### src/rtl/rmw_counter_bank.sv
// Read-modify-write engine over a DEPTH x WIDTH counter memory, zeroed by a post-reset sweep.
// Latency: accept -> response valid 2 cycles later; response held until io_resp_ready; one command in flight.
module rmw_counter_bank #(
  parameter int WIDTH = 32,
  parameter int DEPTH = 8,
  localparam int AW = $clog2(DEPTH)
) (
  input  logic             clk,
  input  logic             reset,
  input  logic             io_cmd_valid,
  output logic             io_cmd_ready,
  input  logic [AW-1:0]    io_cmd_addr,
  input  logic [1:0]       io_cmd_op,
  input  logic [WIDTH-1:0] io_cmd_data,
  output logic             io_resp_valid,
  input  logic             io_resp_ready,
  output logic [WIDTH-1:0] io_resp_data,
  output logic             io_init_done
);

  typedef enum logic [1:0] {
    S_INIT = 2'd0,
    S_IDLE = 2'd1,
    S_EXEC = 2'd2,
    S_RESP = 2'd3
  } state_e;

  localparam logic [1:0] OP_READ  = 2'b00;
  localparam logic [1:0] OP_INC   = 2'b01;
  localparam logic [1:0] OP_ADD   = 2'b10;
  localparam logic [1:0] OP_CLEAR = 2'b11;

  state_e           state_q, state_d;
  logic [AW-1:0]    idx_q, idx_d;
  logic [AW-1:0]    addr_q;
  logic [1:0]       op_q;
  logic [WIDTH-1:0] data_q;
  logic [WIDTH-1:0] rd_q;
  logic [WIDTH-1:0] resp_q;
  logic             done_q;
  logic [WIDTH-1:0] mem_q [DEPTH];

  logic             accept;
  logic             mem_we;
  logic [AW-1:0]    mem_waddr;
  logic [WIDTH-1:0] mem_wdata;

  assign accept = io_cmd_valid && io_cmd_ready;

  always_ff @(posedge clk) begin
    if (reset) begin
      state_q <= S_INIT;
      idx_q   <= '0;
    end else begin
      state_q <= state_d;
      idx_q   <= idx_d;
    end
  end

  always_comb begin
    state_d = state_q;
    idx_d   = idx_q;
    case (state_q)
      S_INIT: begin
        idx_d = idx_q + AW'(1);
        if (idx_q == AW'(DEPTH - 1)) state_d = S_IDLE;
      end
      S_IDLE: if (io_cmd_valid) state_d = S_EXEC;
      S_EXEC: state_d = S_RESP;
      S_RESP: if (io_resp_ready) state_d = S_IDLE;
      default: state_d = S_INIT;
    endcase
  end

  always_comb begin
    io_cmd_ready  = 1'b0;
    io_resp_valid = 1'b0;
    mem_we        = 1'b0;
    mem_waddr     = addr_q;
    mem_wdata     = '0;
    case (state_q)
      S_INIT: begin
        mem_we    = 1'b1;
        mem_waddr = idx_q;
      end
      S_IDLE: io_cmd_ready = 1'b1;
      S_EXEC: begin
        mem_we = (op_q != OP_READ);
        case (op_q)
          OP_INC:   mem_wdata = rd_q + WIDTH'(1);
          OP_ADD:   mem_wdata = rd_q + data_q;
          OP_CLEAR: mem_wdata = '0;
          default:  mem_wdata = rd_q;
        endcase
      end
      S_RESP: io_resp_valid = 1'b1;
      default: ;
    endcase
  end

  // Command fields are captured only at the accept edge; the read is issued in the same cycle.
  always_ff @(posedge clk) begin
    if (reset) begin
      addr_q <= '0;
      op_q   <= OP_READ;
      data_q <= '0;
      rd_q   <= '0;
      resp_q <= '0;
      done_q <= 1'b0;
    end else begin
      if (accept) begin
        addr_q <= io_cmd_addr;
        op_q   <= io_cmd_op;
        data_q <= io_cmd_data;
        rd_q   <= mem_q[io_cmd_addr];
      end
      if (state_q == S_EXEC) resp_q <= rd_q;
      if (state_q == S_INIT && state_d == S_IDLE) done_q <= 1'b1;
    end
  end

  // Storage has no reset of its own; the INIT sweep zeroes it and reset blocks any pending write.
  always_ff @(posedge clk) begin
    if (!reset && mem_we) mem_q[mem_waddr] <= mem_wdata;
  end

  assign io_resp_data = resp_q;
  assign io_init_done = done_q;

endmodule
### config.mk
export PLATFORM = sky130hd
export DESIGN_NAME = rmw_counter_bank
export DESIGN_NICKNAME = d
export VERILOG_FILES = /design/src/rtl/rmw_counter_bank.sv
export SDC_FILE = /design/constraint.sdc
export NUM_CORES = 1
export LEC_CHECK = 0
export CAP_MARGIN = 0
export CORE_MARGIN = 5
export CORE_UTILIZATION = 60
export DETAILED_ROUTE_END_ITERATION = 12
export PLACE_DENSITY = 0.79
export SLEW_MARGIN = 25
export SYNTH_ARGS = -nofsm -noshare
export SYNTH_HDL_FRONTEND = slang
export SYNTH_SLANG_ARGS = --single-unit
### constraint.sdc
create_clock -name clk -period 4.2 [get_ports clk]
set_input_delay 0.63 -clock clk [delete_from_list [all_inputs] [get_ports clk]]
set_output_delay 0.63 -clock clk [all_outputs]
set_load 0.01 [all_outputs]
======== Word level (Yosys, flattened, before mapping) ========
Memory sizes are Yosys's and may differ from the RTL's. A register that Yosys moved wholly into a read port is not among the register bits.
Index checks and enable logic that the tools add are counted.
word-level totals
  register bits after elaboration ......... 75
  bits in writable memories ............... 256
  input bits .............................. 41
  memories ................................ 1
memory list
  memory  depth  width  read ports  clocked after memory_dff  wr ports  RTL line  text
  mem_q   8      32     1           1                         1         41        logic [WIDTH-1:0] mem_q [DEPTH];
operators by class
  $add $sub $neg .......................... 3
  eq/ne operators ......................... 8
  muxes and demuxes ....................... 12
  reduce and logical (&&, ||, !) cells .... 6
operator list
  operator                                                               count
  32-bit case mux with 3 select lines                                    1
  32-bit by 1-bit adder with 32-bit output, second input constant        1
  32-bit adder                                                           1
  32-bit 2-to-1 mux                                                      1
  2-bit equality test, second input constant                             4
  2-bit case mux with 4 select lines                                     1
  2-bit by 1-bit equality test with 1-bit output, second input constant  3
  2-bit 2-to-1 mux                                                       3
  1-bit 2-to-1 mux                                                       4
  3-bit by 1-bit adder with 3-bit output, second input constant          1
  3-bit equality test, second input constant                             1
  1-bit logical AND                                                      3
  3-bit 2-to-1 mux                                                       1
  2-bit zero test                                                        1
  1-bit case mux with 2 select lines                                     1
  2-bit nonzero test                                                     1
  1-bit zero test                                                        1

======== Logic depth before layout (Yosys ltp) ========
Gate-level depths: netlist of the first run.
  word-level depth ........................ 5
  mapped depth ............................ 13
  depth with buffers taken out ............ 13

======== Least setup slack after synthesis of the first run ========
OpenSTA, ideal clock, no wires.
  kind .................................... register to register
  start point ............................. register op_q[0]
  end point ............................... memory mem_q[0][30] (data pin)
  setup time .............................. 230 ps
  data arrival time ....................... 2832 ps
  required time ........................... 3970 ps
  slack ................................... 1138 ps
  stages on the path, launching flop included .. 13
  buffers on the path ..................... 1
  cells stage by stage .................... dfxtp_1 inv_1 ha_1 clkbuf_1 and2_1 ha_1 o21a_1 nor4_1 or4_4 a21oi_4 nand2_1 o311ai_2 mux2i_1
between the ends
  word-level cells in the longest chain between the ends .. 3
  elaborated cells between the ends (all ways) .. 5
  those cells by class .................... 3 x eq/ne; 2 x mux
RTL lines
  element                                                                                RTL line  text
  from (decl)                                                                            36        logic [1:0] op_q;
  from (signal assigned)                                                                 113       op_q <= io_cmd_op;
  2-bit equality test or 2-bit by 1-bit equality test with 1-bit output (tied branches)  89        case (op_q)
  32-bit case mux with 3 select lines *                                                  89
  32-bit 2-to-1 mux *                                                                    81        case (state_q)
  via mem_wdata[30]                                                                      46        logic [WIDTH-1:0] mem_wdata;
  to (decl)                                                                              41
The timed path passes the listed nets; every way through them passes the cells marked *.

======== Worst setup path in the final report of the first run ========
  start point ............................. register op_q[0]
  end point ............................... memory mem_q[1][25] (data pin)
The elaborated chain is that of the path after synthesis.

==> results of run 1 <==
## power by group
group	switching, W	internal [W]	leakage [nW]
sequential	0.0000385	0.00393	3.48
combinational	0.000258	0.000165	2.25
clock	0.00133	0.00205	0.621
## sequential cells by signal, summed over array words and instances, names as in the netlist
register,flops
addr_q,3
state_q,2
io_init_done,1
data_q,32
mem_q,256
op_q,2
io_resp_data,32
idx_q,3
rd_q,32
## layout make-up
cell class	instances	area, um2	area share
clock buffer	50	1069	0.05860
inverter	13	48.80	0.002676
sequential	363	9829	0.5390
multi-input combinational	771	5687	0.3119
clock inverter	19	206.4	0.01132
tap	335	419.2	0.02299
timing repair buffer	102	975.9	0.05352
## stage by stage
stage                     cell area, um2  setup WS (ns)  hold slack, ns    util  total power, W
after CTS                          18240         0.5397          0.4544  0.7018        0.007816
after global routing               18240         0.2142          0.4698  0.7018        0.008018
final                              18240         0.5113          0.4542  0.7018        0.007767
after detailed placement           16960         0.5723          0.4468  0.6527        0.004463
after global placement             16960         0.6712          0.4417  0.6527        0.004445
after floorplan                    15810          1.138          0.4312       -        0.004282
## synth_stat cells, drive strengths merged, types with 2 or more instances
cell and count:
dfxtp 107, nor2b 5, o221ai 4, mux2i 35, nand2b 7, inv 13
o211ai 2, o21a 8, mux4 64, nand3 8, clkbuf 57, nor3 11
edfxtp 256, a31oi 5, nor2 80, o21ai 33, a21oi 114, nor3b 3
or2 3, a32o 2, a22oi 3, or3 8, nand2 196, a32oi 2
nand4 10, a21o 10, and2 31, a211oi 37, o31ai 6, xnor2 14
buf 23, xor2 8, o21bai 2, and3 3, o22ai 2, a211o 3
ha 35, o311ai 3
## worst min-delay path: cells and delay by family, from the launching register on
| kind | cells | cell delay [ns] |
|---|---|---|
| flops | 1 | 0.31 |
| simple gates | 1 | 0.05 |
| compound gates | 1 | 0.05 |
## cell families after synthesis
| logic type | after synthesis | synth area share |
|---|---|---|
| simple gates | 369 | 0.1020 |
| buf+inv | 93 | 0.02342 |
| flops | 363 | 0.6216 |
| mux | 99 | 0.1133 |
| compound gates | 245 | 0.09859 |
| xor+xnor | 22 | 0.01218 |
| fa+ha+maj | 36 | 0.02896 |
## final timing paths
path | from | endpoint | slack [ns] | depth (start not counted)
worst max-delay path | op_q[0] | mem_q[1][25] | 0.51 | 11
worst min-delay path | io_resp_data[8] | io_resp_data[8] | 0.45 | 2
worst max register to register | op_q[0] | mem_q[1][25] | 0.51 | 11
worst min register to register | io_resp_data[8] | io_resp_data[8] | 0.45 | 2
## placed cells by master, fill, tap and decap left out, types with 16 or more instances in the layout
cell type,n
sky130_fd_sc_hd__nand2_1,196
sky130_fd_sc_hd__a211oi_1,37
sky130_fd_sc_hd__buf_4,26
sky130_fd_sc_hd__mux2i_1,35
sky130_fd_sc_hd__o21ai_1,16
sky130_fd_sc_hd__edfxtp_1,256
sky130_fd_sc_hd__mux4_2,64
sky130_fd_sc_hd__nor2_1,71
sky130_fd_sc_hd__clkbuf_16,40
sky130_fd_sc_hd__a21oi_1,112
sky130_fd_sc_hd__ha_1,35
sky130_fd_sc_hd__dfxtp_1,107
sky130_fd_sc_hd__and2_1,31
sky130_fd_sc_hd__clkdlybuf4s50_1,71
sky130_fd_sc_hd__o21ai_0,17
## metal layers
layer | GRT usage | part of all wire | vias to the layer above | wire [um]
met4 | 0.06733 | 0.025 | 0 | 944
met2 | 0.4211 | 0.48 | 445 | 18050
li1 | - | - | 4706 | -
met3 | 0.04664 | 0.088 | 78 | 3315
met1 | 0.3613 | 0.41 | 5138 | 15280
met5 | 0 | 0 | - | 0
==> qor.txt, run 1 <==
================================================================================
Run status ........................................................    completed
Worst setup skew after layout .....................................   0.01331 ns
Instance count of the mapped netlist ..............................         1227
Post-route non-filler standard cell count .........................         1653
Slowest stage cell, crit path ..................................... sky130_fd_sc_hd__o21ai_1
IO buf count ......................................................           75
Post-synthesis net count ..........................................         1304
Residual DRC ......................................................            0
Netlist Area Pre-Place ............................................    15810 um2
Number of setup buffers added after CTS ...........................            0
Number of cells in the design after placement .....................         1584
Path category of the worst min-delay check ........................ register to register
Area inside the core boundary .....................................    25980 um2
Buf/Inv on CP .....................................................            2
Sequential element share of the synthesized area ..................       0.6216
I/O pin count .....................................................           76
CP peak stage delay ...............................................      0.46 ns
First-pass GRT wire length ........................................     58020 um
Warnings, synthesis ...............................................            0
Pin count of the biggest net entering global routing ..............           64
Area grow syn2layout ..............................................       15.31%
Final hold vios ...................................................            0
DR pass1 iterations ...............................................            5
Total track usage .................................................       0.2572
Leak ..............................................................     6.348 nW
Unrepaired setup endpoints after global routing ...................        false
Unique masters post-synth .........................................           63
GPL Wtd Cong ......................................................       0.9228
Clock insertion delay at the later pin of the skew report .........      0.52 ns
Min Tclk post-route ...............................................     3.689 ns
Series of cell instances along the critical path .................. inv_1, ha_1, buf_4, and2_1, ha_1, nand4_1, or3_1, a2111oi_2, nor2_1, xor2_1, o21ai_1
Post-DP HPWL ......................................................     23200 um
Critical path start-end classification ............................ register to register
Row count .........................................................           59
Layout cells sized above 1 ........................................       0.1320
Count of H-tree levels built during CTS ...........................            2
Cell type with the largest total area after synthesis ............. sky130_fd_sc_hd__edfxtp_1
Worst-Margin Slew .................................................    0.9158 ns
Number of clock sinks .............................................          363
Avg Inst Size Synth ...............................................    12.89 um2
Root Buffer Master ................................................ sky130_fd_sc_hd__clkbuf_16
Grt ovf ...........................................................            0
Top_reg_cell synth ................................................ sky130_fd_sc_hd__edfxtp_1
Critical Path Start Type ..........................................     register
Clock Pin Slew Worst Setup and Hold Paths .........................      0.06 ns
Post-cts repair resize count ......................................            0
Share of the synthesized area in the top cell type ................       0.4861
Horiz. Die Dim ....................................................     172.3 um
Final Net Count ...................................................         1366
Final Cycle Share .................................................       0.8783
Setup tns final ...................................................         0 ns
Hold_buf cts ......................................................            0
Most used cell along the critical path ............................ sky130_fd_sc_hd__ha_1
Max_cap viols .....................................................            0
Power density over the cells ...................................... 426.0 nW/um2
Largest cells by area after synthesis ............................. sky130_fd_sc_hd__edfxtp_1 (49%), sky130_fd_sc_hd__dfxtp_1 (14%), sky130_fd_sc_hd__mux4_2 (9.1%)
Per-cell routed wire length .......................................     22.74 um
Drt first-iter violations .........................................          933
Setup-violating endpoint count in the final report ................            0
Worst-case clock buffer depth .....................................            3
Via count of the first global-routing pass ........................       10.21k
Crit-path max FO ..................................................           24
Crit path capture type ............................................     register
Height of the die .................................................     172.3 um
Post-detailed-route count of antenna-violating nets ...............            0
Detailed Route WL .................................................     37590 um
Die area ..........................................................    29700 um2
Initial standard-cell utilization of the core .....................       0.6086
Largest vdd supply drop ...........................................    0.3384 mV
Vias per inst .....................................................        6.272
Via Count .........................................................       10.37k
Antenna violations before repair ..................................            0
Ant. Diodes .......................................................            0
Synthesis-stage register bit count ................................          363
TritonCTS clock tree ..............................................          yes
Required time at the worst-slack endpoint .........................      4.44 ns
Cell family with most CP delay .................................... simple AND/OR/NAND/NOR gates
Final Max Tran Viols ..............................................            0
Share of async-settable or async-resettable flops after synthesis .            0
Crit path arrival time ............................................      3.93 ns
Number of flops mapped to enable cells by yosys ...................          256
Number of clock buffers inserted by TritonCTS .....................           38
Final-layout fill cell count ......................................         1763
Relative slew slack ...............................................       0.3830
Maximum operating frequency .......................................    271.1 MHz
================================================================================
(Power assumes the default switching activity.)
==> run 2, diff against run 1 <==
Settings changed: HOLD_SLACK_MARGIN from default to 0.02.
==> results of run 2 <==
Final layout, timing and power as in run 1 (identical DEF).
